## src/rtl/pnm_fp_pkg.sv

```systemverilog
// Shared definitions for the PNM floating-point reduction blocks:
// IEEE-754 single-precision field widths and the reduction FSM states.
package pnm_fp_pkg;

    localparam int FP_W   = 32;
    localparam int EXP_W  = 8;
    localparam int FRAC_W = 23;

    localparam logic [EXP_W-1:0] EXP_ALL_ONES = {EXP_W{1'b1}};

    typedef enum logic [1:0] {
        IDLE  = 2'd0,
        ACCUM = 2'd1,
        HOLD  = 2'd2
    } state_e;

endpackage : pnm_fp_pkg

```

## src/rtl/fp_lt.sv

```systemverilog
// Sign-magnitude "less than" for IEEE-754 single-precision bit patterns.
// NaN is not special-cased here; callers screen NaNs themselves.
// -0.0 orders strictly below +0.0 because the signs differ.
module fp_lt
    import pnm_fp_pkg::*;
(
    input  logic [FP_W-1:0] a,
    input  logic [FP_W-1:0] b,
    output logic            lt
);

    logic a_neg;
    logic b_neg;

    assign a_neg = a[FP_W-1];
    assign b_neg = b[FP_W-1];

    // Order by sign first, then by magnitude (reversed for negatives).
    always_comb begin
        lt = 1'b0;
        if (a_neg != b_neg) begin
            lt = a_neg;
        end else if (!a_neg) begin
            lt = (a[FP_W-2:0] < b[FP_W-2:0]);
        end else begin
            lt = (a[FP_W-2:0] > b[FP_W-2:0]);
        end
    end

endmodule : fp_lt

```

## src/rtl/fp_min_reduce.sv

```systemverilog
// Streaming argmin over a vector of IEEE-754 singles.
// Elements arrive on a valid/ready stream terminated by s_last; the minimum,
// its first index, the saturating element count and NaN/overflow flags are
// presented on a registered output that is held until m_ready.
module fp_min_reduce
    import pnm_fp_pkg::*;
#(
    parameter int IDX_W = 16
) (
    input  logic              clk,
    input  logic              rst_n,
    input  logic              s_valid,
    output logic              s_ready,
    input  logic [FP_W-1:0]   s_data,
    input  logic              s_last,
    output logic              m_valid,
    input  logic              m_ready,
    output logic [FP_W-1:0]   m_min,
    output logic [IDX_W-1:0]  m_idx,
    output logic [IDX_W-1:0]  m_count,
    output logic              m_nan,
    output logic              m_ovf
);

    localparam logic [IDX_W-1:0] CNT_MAX = {IDX_W{1'b1}};
    localparam logic [IDX_W-1:0] CNT_ONE = {{(IDX_W-1){1'b0}}, 1'b1};

    // FSM state and running reduction of the vector in flight.
    state_e            state_q, state_d;
    logic [FP_W-1:0]   cur_q,   cur_d;
    logic [IDX_W-1:0]  idx_q,   idx_d;
    logic [IDX_W-1:0]  cnt_q,   cnt_d;
    logic              nan_q,   nan_d;
    logic              ovf_q,   ovf_d;

    // Registered result presented downstream.
    logic [FP_W-1:0]   m_min_q;
    logic [IDX_W-1:0]  m_idx_q;
    logic [IDX_W-1:0]  m_count_q;
    logic              m_nan_q;
    logic              m_ovf_q;
    logic              load_out;

    logic              xfer;
    logic              in_nan;
    logic              cur_nan;
    logic              in_lt;
    logic              take;

    assign s_ready = (state_q != HOLD);
    assign m_valid = (state_q == HOLD);
    assign xfer    = s_valid & s_ready;

    assign in_nan  = (s_data[FP_W-2 -: EXP_W] == EXP_ALL_ONES) && (s_data[FRAC_W-1:0] != '0);
    assign cur_nan = (cur_q[FP_W-2 -: EXP_W]  == EXP_ALL_ONES) && (cur_q[FRAC_W-1:0]  != '0);

    fp_lt u_fp_lt (
        .a  (s_data),
        .b  (cur_q),
        .lt (in_lt)
    );

    // A NaN never wins; a non-NaN wins over a NaN current minimum or on strict lt.
    assign take = !in_nan && (cur_nan || in_lt);

    // Next-state logic and working-register update for each accepted element.
    always_comb begin
        // NOTE: every signal driven here gets a default first, so no path can infer a latch.
        state_d  = state_q;
        cur_d    = cur_q;
        idx_d    = idx_q;
        cnt_d    = cnt_q;
        nan_d    = nan_q;
        ovf_d    = ovf_q;
        load_out = 1'b0;

        case (state_q)
            IDLE: begin
                if (xfer) begin
                    cur_d = s_data;
                    idx_d = '0;
                    cnt_d = CNT_ONE;
                    nan_d = in_nan;
                    ovf_d = 1'b0;
                    if (s_last) begin
                        state_d  = HOLD;
                        load_out = 1'b1;
                    end else begin
                        state_d  = ACCUM;
                    end
                end
            end

            ACCUM: begin
                if (xfer) begin
                    if (take) begin
                        cur_d = s_data;
                        idx_d = cnt_q;
                    end
                    if (cnt_q == CNT_MAX) begin
                        ovf_d = 1'b1;
                    end else begin
                        cnt_d = cnt_q + CNT_ONE;
                    end
                    nan_d = nan_q | in_nan;
                    if (s_last) begin
                        state_d  = HOLD;
                        load_out = 1'b1;
                    end
                end
            end

            HOLD: begin
                if (m_ready) begin
                    state_d = IDLE;
                end
            end

            default: begin
                state_d = IDLE;
            end
        endcase
    end

    // State and working registers; reset discards any partial vector.
    always_ff @(posedge clk) begin
        // NOTE: sequential state uses non-blocking assignments so all registers sample pre-edge values.
        if (!rst_n) begin
            state_q <= IDLE;
            cur_q   <= '0;
            idx_q   <= '0;
            cnt_q   <= '0;
            nan_q   <= 1'b0;
            ovf_q   <= 1'b0;
        end else begin
            state_q <= state_d;
            cur_q   <= cur_d;
            idx_q   <= idx_d;
            cnt_q   <= cnt_d;
            nan_q   <= nan_d;
            ovf_q   <= ovf_d;
        end
    end

    // Result registers capture the final reduction only on the HOLD entry edge.
    always_ff @(posedge clk) begin
        // NOTE: result registers are reset too, so the output port reads zero rather than stale data after reset.
        if (!rst_n) begin
            m_min_q   <= '0;
            m_idx_q   <= '0;
            m_count_q <= '0;
            m_nan_q   <= 1'b0;
            m_ovf_q   <= 1'b0;
        end else if (load_out) begin
            m_min_q   <= cur_d;
            m_idx_q   <= idx_d;
            m_count_q <= cnt_d;
            m_nan_q   <= nan_d;
            m_ovf_q   <= ovf_d;
        end
    end

    assign m_min   = m_min_q;
    assign m_idx   = m_idx_q;
    assign m_count = m_count_q;
    assign m_nan   = m_nan_q;
    assign m_ovf   = m_ovf_q;

endmodule : fp_min_reduce

```

## config.mk

```make
export PLATFORM = sky130hd
export DESIGN_NAME = fp_min_reduce
export DESIGN_NICKNAME = d
export VERILOG_FILES = /design/src/rtl/pnm_fp_pkg.sv /design/src/rtl/fp_lt.sv /design/src/rtl/fp_min_reduce.sv
export SDC_FILE = /design/constraint.sdc
export NUM_CORES = 1
export LEC_CHECK = 0
export CORE_ASPECT_RATIO = 1.25
export CORE_MARGIN = 2
export CORE_UTILIZATION = 54
export CTS_CLUSTER_SIZE = 28
export DETAILED_ROUTE_END_ITERATION = 16
export PLACE_DENSITY = 0.84
export SLEW_MARGIN = 30
export SYNTH_ARGS = -nofsm -noshare
export SYNTH_HDL_FRONTEND = slang
export SYNTH_SLANG_ARGS = --single-unit
export TNS_END_PERCENT = 20
```

## constraint.sdc

```tcl
create_clock -name clk -period 3.1 [get_ports clk]
set_input_delay 0.62 -clock clk [delete_from_list [all_inputs] [get_ports clk]]
set_output_delay 0.62 -clock clk [all_outputs]
set_load 0.01 [all_outputs]
```

=== Word level (Yosys, flattened, before mapping) ===
Index checks and enable logic that the tools add are counted.

* Flip-flop bits (word level): 134
* Bits of input ports: 37
* Output and inout bits: 68
* Word-level logic and storage cells: 67

* Add/sub/neg operators: 1
* $lt $le $gt $ge: 2
* Equality and inequality tests: 11
* Multiplexer cells: 30
* Bitwise operators: 2
* Reduce and logical (&&, ||, !) cells: 10

{| class="wikitable"
|+ Operators with widths
! cell !! number
|-
| $mux 16 || 6
|-
| $mux 32 || 3
|-
| $pmux 16 s2 || 2
|-
| $pmux 32 s2 || 1
|-
| $reduce_bool 23->1 || 2
|-
| $gt 31x31->1 || 1
|-
| $lt 31x31->1 || 1
|-
| $add 16x1->16 const B || 1
|-
| $eq 16x16->1 const B || 1
|-
| $eq 8x8->1 const B || 2
|-
| $mux 1 || 10
|-
| $mux 2 || 5
|-
| $ne 2x2->1 const B || 4
|-
| $pmux 2 s3 || 1
|-
| $pmux 1 s2 || 2
|-
| $reduce_and 4->1 || 1
|-
| $logic_and 1x1->1 || 3
|-
| $eq 2x1->1 const B || 1
|-
| $eq 2x2->1 const B || 1
|-
| $logic_not 2->1 || 1
|-
| $ne 2x1->1 const B || 1
|-
| $reduce_or 2->1 || 1
|-
| $and 1x1->1 || 1
|-
| $logic_not 1->1 || 1
|-
| other kinds (3) || 3
|}

=== Logic depth before layout (Yosys ltp) ===
* Word-level depth: 8
* Gate-level depth with buffers: 12
* Gate-level depth less buffers: 10

=== Hierarchy ===
From an unflattened synthesis, not the netlist that was laid out.

* Cell total of the unflattened synthesis: 722
* Area total of the unflattened synthesis: 6095.8 um^2

{| class="wikitable"
|+ Modules (own cells, without submodules)
! module !! instances !! cells each !! area each (um^2)
|-
| fp_min_reduce || 1 || 605 || 5266.3
|-
| fp_lt || 1 || 117 || 829.5
|}

=== Worst setup path after synthesis ===
OpenSTA, ideal clock, no wires.

* Path type: input to register
* Start point: input s_data[4]
* End point: register m_min_q[10], in the netlist m_min[10]
* Library setup time: 0.132 ns
* Arrival: 2.489 ns
* Required time: 2.968 ns
* Path slack: 0.479 ns
* Stages: 10
* Path through: ha_1 > a211oi_2 > nor2_1 > o311ai_1 > o211ai_2 > mux2i_2 > o21ai_4 > buf_6 > mux2i_1 > a21oi_1

* Longest elaborated chain between the ends: 8

{| class="wikitable"
|+ Ends and longest elaborated chain
! element !! line !! text
|-
| start, declared || fp_min_reduce.sv:14 || <nowiki>input logic [FP_W-1:0] s_data,</nowiki>
|-
| $lt 31x31->1 / $gt 31x31->1 (equally long branches) || fp_lt.sv:24, fp_lt.sv:26 ||
|-
| $mux 1 || fp_lt.sv:23 || <nowiki>end else if (!a_neg) begin</nowiki>
|-
| $mux 1 || fp_lt.sv:21 || <nowiki>if (a_neg != b_neg) begin</nowiki>
|-
| $logic_or 1x1->1 || fp_min_reduce.sv:64 || <nowiki>assign take = !in_nan && (cur_nan || in_lt);</nowiki>
|-
| $logic_and 1x1->1 (*) || fp_min_reduce.sv:64 ||
|-
| $mux 32 (*) || fp_min_reduce.sv:96 || <nowiki>if (take) begin</nowiki>
|-
| $mux 32 (*) || fp_min_reduce.sv:95 || <nowiki>if (xfer) begin</nowiki>
|-
| $pmux 32 s2 (*) || fp_min_reduce.sv:77 || <nowiki>case (state_q)</nowiki>
|-
| end signal, assigned || fp_min_reduce.sv:155 || <nowiki>m_min_q <= cur_d;</nowiki>
|-
| end, declared || fp_min_reduce.sv:37 || <nowiki>logic [FP_W-1:0] m_min_q;</nowiki>
|}

Mark *: on every way between the ends. The rest lies on a longest branch, timed or not.
A chain may end at the register's enable or synchronous reset.

=== Worst setup path after layout ===
* Start point: input s_data[20]
* End point: register cur_q[24]

* Longest elaborated chain between the ends: 8

{| class="wikitable"
|+ Ends and longest elaborated chain
! element !! line !! text
|-
| $lt 31x31->1 / $gt 31x31->1 (equally long branches) || fp_lt.sv:24, fp_lt.sv:26 ||
|-
| $mux 1 || fp_lt.sv:23 ||
|-
| $mux 1 || fp_lt.sv:21 ||
|-
| $logic_or 1x1->1 || fp_min_reduce.sv:64 ||
|-
| $logic_and 1x1->1 (*) || fp_min_reduce.sv:64 ||
|-
| $mux 32 (*) || fp_min_reduce.sv:96 ||
|-
| $mux 32 (*) || fp_min_reduce.sv:95 ||
|-
| $pmux 32 s2 (*) || fp_min_reduce.sv:77 ||
|-
| end signal, assigned || fp_min_reduce.sv:137 || <nowiki>cur_q <= cur_d;</nowiki>
|-
| end, declared || fp_min_reduce.sv:30 || <nowiki>logic [FP_W-1:0] cur_q, cur_d;</nowiki>
|}

Marks and branches as above.

==> metrics.cfg <==
[sta]
setup_slack_ns = 0.0566
timing_hold_violations_final = 0
finalCriticalPeriod_ns = 3.04
tightestPinTransition_ns = 0.703
slew_headroom = 0.531
hold_slack_ns = 0.454
grt_setup_unrepaired = yes
fmax_mhz = 329
setup_viol = 0
drv_slew = 0
fin_skew_ns = 0.00752
fin_crit_sh = 0.982

[floorplanning]
die_area_um2 = 12700
dieWidth_um = 101
fp-row-count = 44
die_y_um = 125
start_util = 0.549
ios = 105
coreArea_um2 = 11600

[finish]
fin_cells = 1053
diodes = 0
fin_nets = 972
area_delta_synth_final_pct = 34.8
drive_gt1_frac = 0.126

[place]
dp.cells = 1022
pre_cts_ws_ns = -0.363
io_buffers = 104
place_hpwl_mm = 13.0
gp_congestion = 0.916

[global_route]
grt_pass1_vias = 6306
grt_antenna_before_repair = 0
grt_usage = 0.292
grt_first_pass_wirelength_mm = 29.4
grt_overflow = 0
grt_max_degree = 72

[synth]
ys_ff_latch = 134
yosysMostFrequentCell = dfxtp_1
syn-cell-area_um2 = 6350
netlist_top_cells_count = dfxtp_1 (134), nand2_1 (110), a21oi_1 (100)
synth_top_area_frac = 0.422
synthFlopType = dfxtp_1
synth_top_area_cell = dfxtp_1
synth_enable_flop_cells = 0
async_reset_ff_frac = 0
synth.distinct_cells = 53
yosys-top-cells-area = dfxtp_1 (42%), a21oi_1 (7.9%), mux2i_1 (7.1%), nand2_1 (6.5%), ha_1 (6.3%)
syn_avg_cell_area_um2 = 8.35
yosys_warnings = 0
synthCells = 761
syn_nets = 830
seq_area_frac_synth = 0.422

[clocking]
root_buffer = clkbuf_16
cts_sinks = 134
post_cts_buffers = 0
postCtsHoldBufs = 0
cts_buffer_depth = 2
htreeDepth = 4
clock_latency_ns = 0.42
cts_tree = done
clkTransAtPathRegs_ns = 0.06
cts_made_buffers = 17

[setup_path]
cp-start-kind = primary input
worstPathArrival_ns = 3.39
critPathLaunch = s_data[20]
r2r_start = cur_q[17]$_SDFF_PN0_
critical_path_class = primary input to flop
required_ns = 3.44
crit_path_end_kind = flop
critPathMaxFanout = 14

[power]
power_mw = 4.71
power.density_nw_per_um2 = 550
p_leak_nw = 3.41
irDropWorstVdd_uv = 343

[routing]
drtPass1Iterations = 7
vias = 6257
avgViaCountPerCell = 5.94
routed_wl_mm = 18.1
route.detailed.drc = 0
drt-wirelength-per-cell_um = 17.2
drtIter0Drc = 339
ant_nets = 0

[hold_path]
min_path_type = flop to flop
min_from = m_idx[13]$_SDFFE_PN0P_

[job]
max_cap_viol_count = 0

[run_status]
status = finished clean

-- cells in the final DEF, fill, tap and decap left out, types with 3 or more instances in the layout --
cell type / count
o31ai_1: 3
nor2_1: 50
clkdlybuf4s50_1: 103
buf_12: 8
a32oi_1: 6
dfxtp_1: 134
and3_1: 3
mux2_2: 3
nand2_1: 110
nand3_1: 16
o21a_1: 3
clkbuf_16: 17
nor3_1: 9
clkinvlp_4: 5
a211oi_1: 4
mux2i_1: 43
and2_1: 8
a21oi_1: 99
buf_4: 54
clkbuf_8: 3
inv_1: 35
nor2b_1: 11
nand4_1: 16
ha_1: 32
o21ai_0: 69
nor4_1: 10
nand2b_1: 3
a32o_1: 10
-- registers in the layout, summed over array words and instances (netlist names), 2 cells and up --
name / cells
cnt_q: 16
cur_q: 32
idx_q: 16
m_count: 16
m_idx: 16
m_min: 32
state_q: 2
-- layer usage --
metal  share of wire  track usage  wire (um)  vias up
met3           0.053       0.0755        951       62
met5               0            0          0        -
met1            0.38        0.310       6830     2957
met2            0.53        0.520       9520      236
li1                -            -          -     3002
met4           0.042        0.153        760        0
-- path summary, 6_finish.rpt --
kind                                          endpoint  slack, ns  cells past startpoint
worst max-delay path              cur_q[24]$_SDFF_PN0_       0.06                     12
worst min-delay path            m_idx[13]$_SDFFE_PN0P_       0.45                      2
worst max register to register    cur_q[24]$_SDFF_PN0_       0.25                     12
worst min register to register  m_idx[13]$_SDFFE_PN0P_       0.45                      2
-- where the power goes --
group          switching, mW  internal, mW
logic                  0.435         0.397
clock network          0.750          1.24
registers             0.0744          1.81
total                   1.26          3.45
-- kinds of logic after synthesis --
family	Yosys count	synth area share
compound gates	217	0.200
buf+inv	81	0.0571
mux	49	0.0784
fa+ha+maj	32	0.0630
flops	134	0.422
simple gates	248	0.179
-- final cells by class --
class	instances	area [um2]
multi-input cells	546	3360
fillers	834	3000
flip-flops and latches	134	2680
repair buffers	168	1620
clock buffers	20	467
well taps	138	173
inverters	36	135
clock inverters	11	125
-- per-stage QoR --
stage               TNS, ns  utilization  area, um2
floorplan                 0            -       6350
global placement     -14.37        0.685       7930
detailed placement   -26.30        0.685       7930
CTS                       0        0.737       8520
global route         -0.237        0.741       8560
finish                    0        0.741       8560
-- worst max-delay path: stages --
cell and delay, ns:
clkdlybuf4s50_1 0.46, ha_1 0.34, nand4_1 0.23, nor4_2 0.31
o311ai_2 0.16, o211ai_2 0.16, mux2i_4 0.34, o21a_1 0.22
buf_12 0.19, buf_12 0.12, nand2_1 0.07, a21oi_1 0.15
-- what timing repair did --
item,CTS,global route
gates resized for setup,0,9
endpoints found under the hold margin,0,0
endpoints found under the setup margin,0,56
Power figures use the tool's default switching activity.
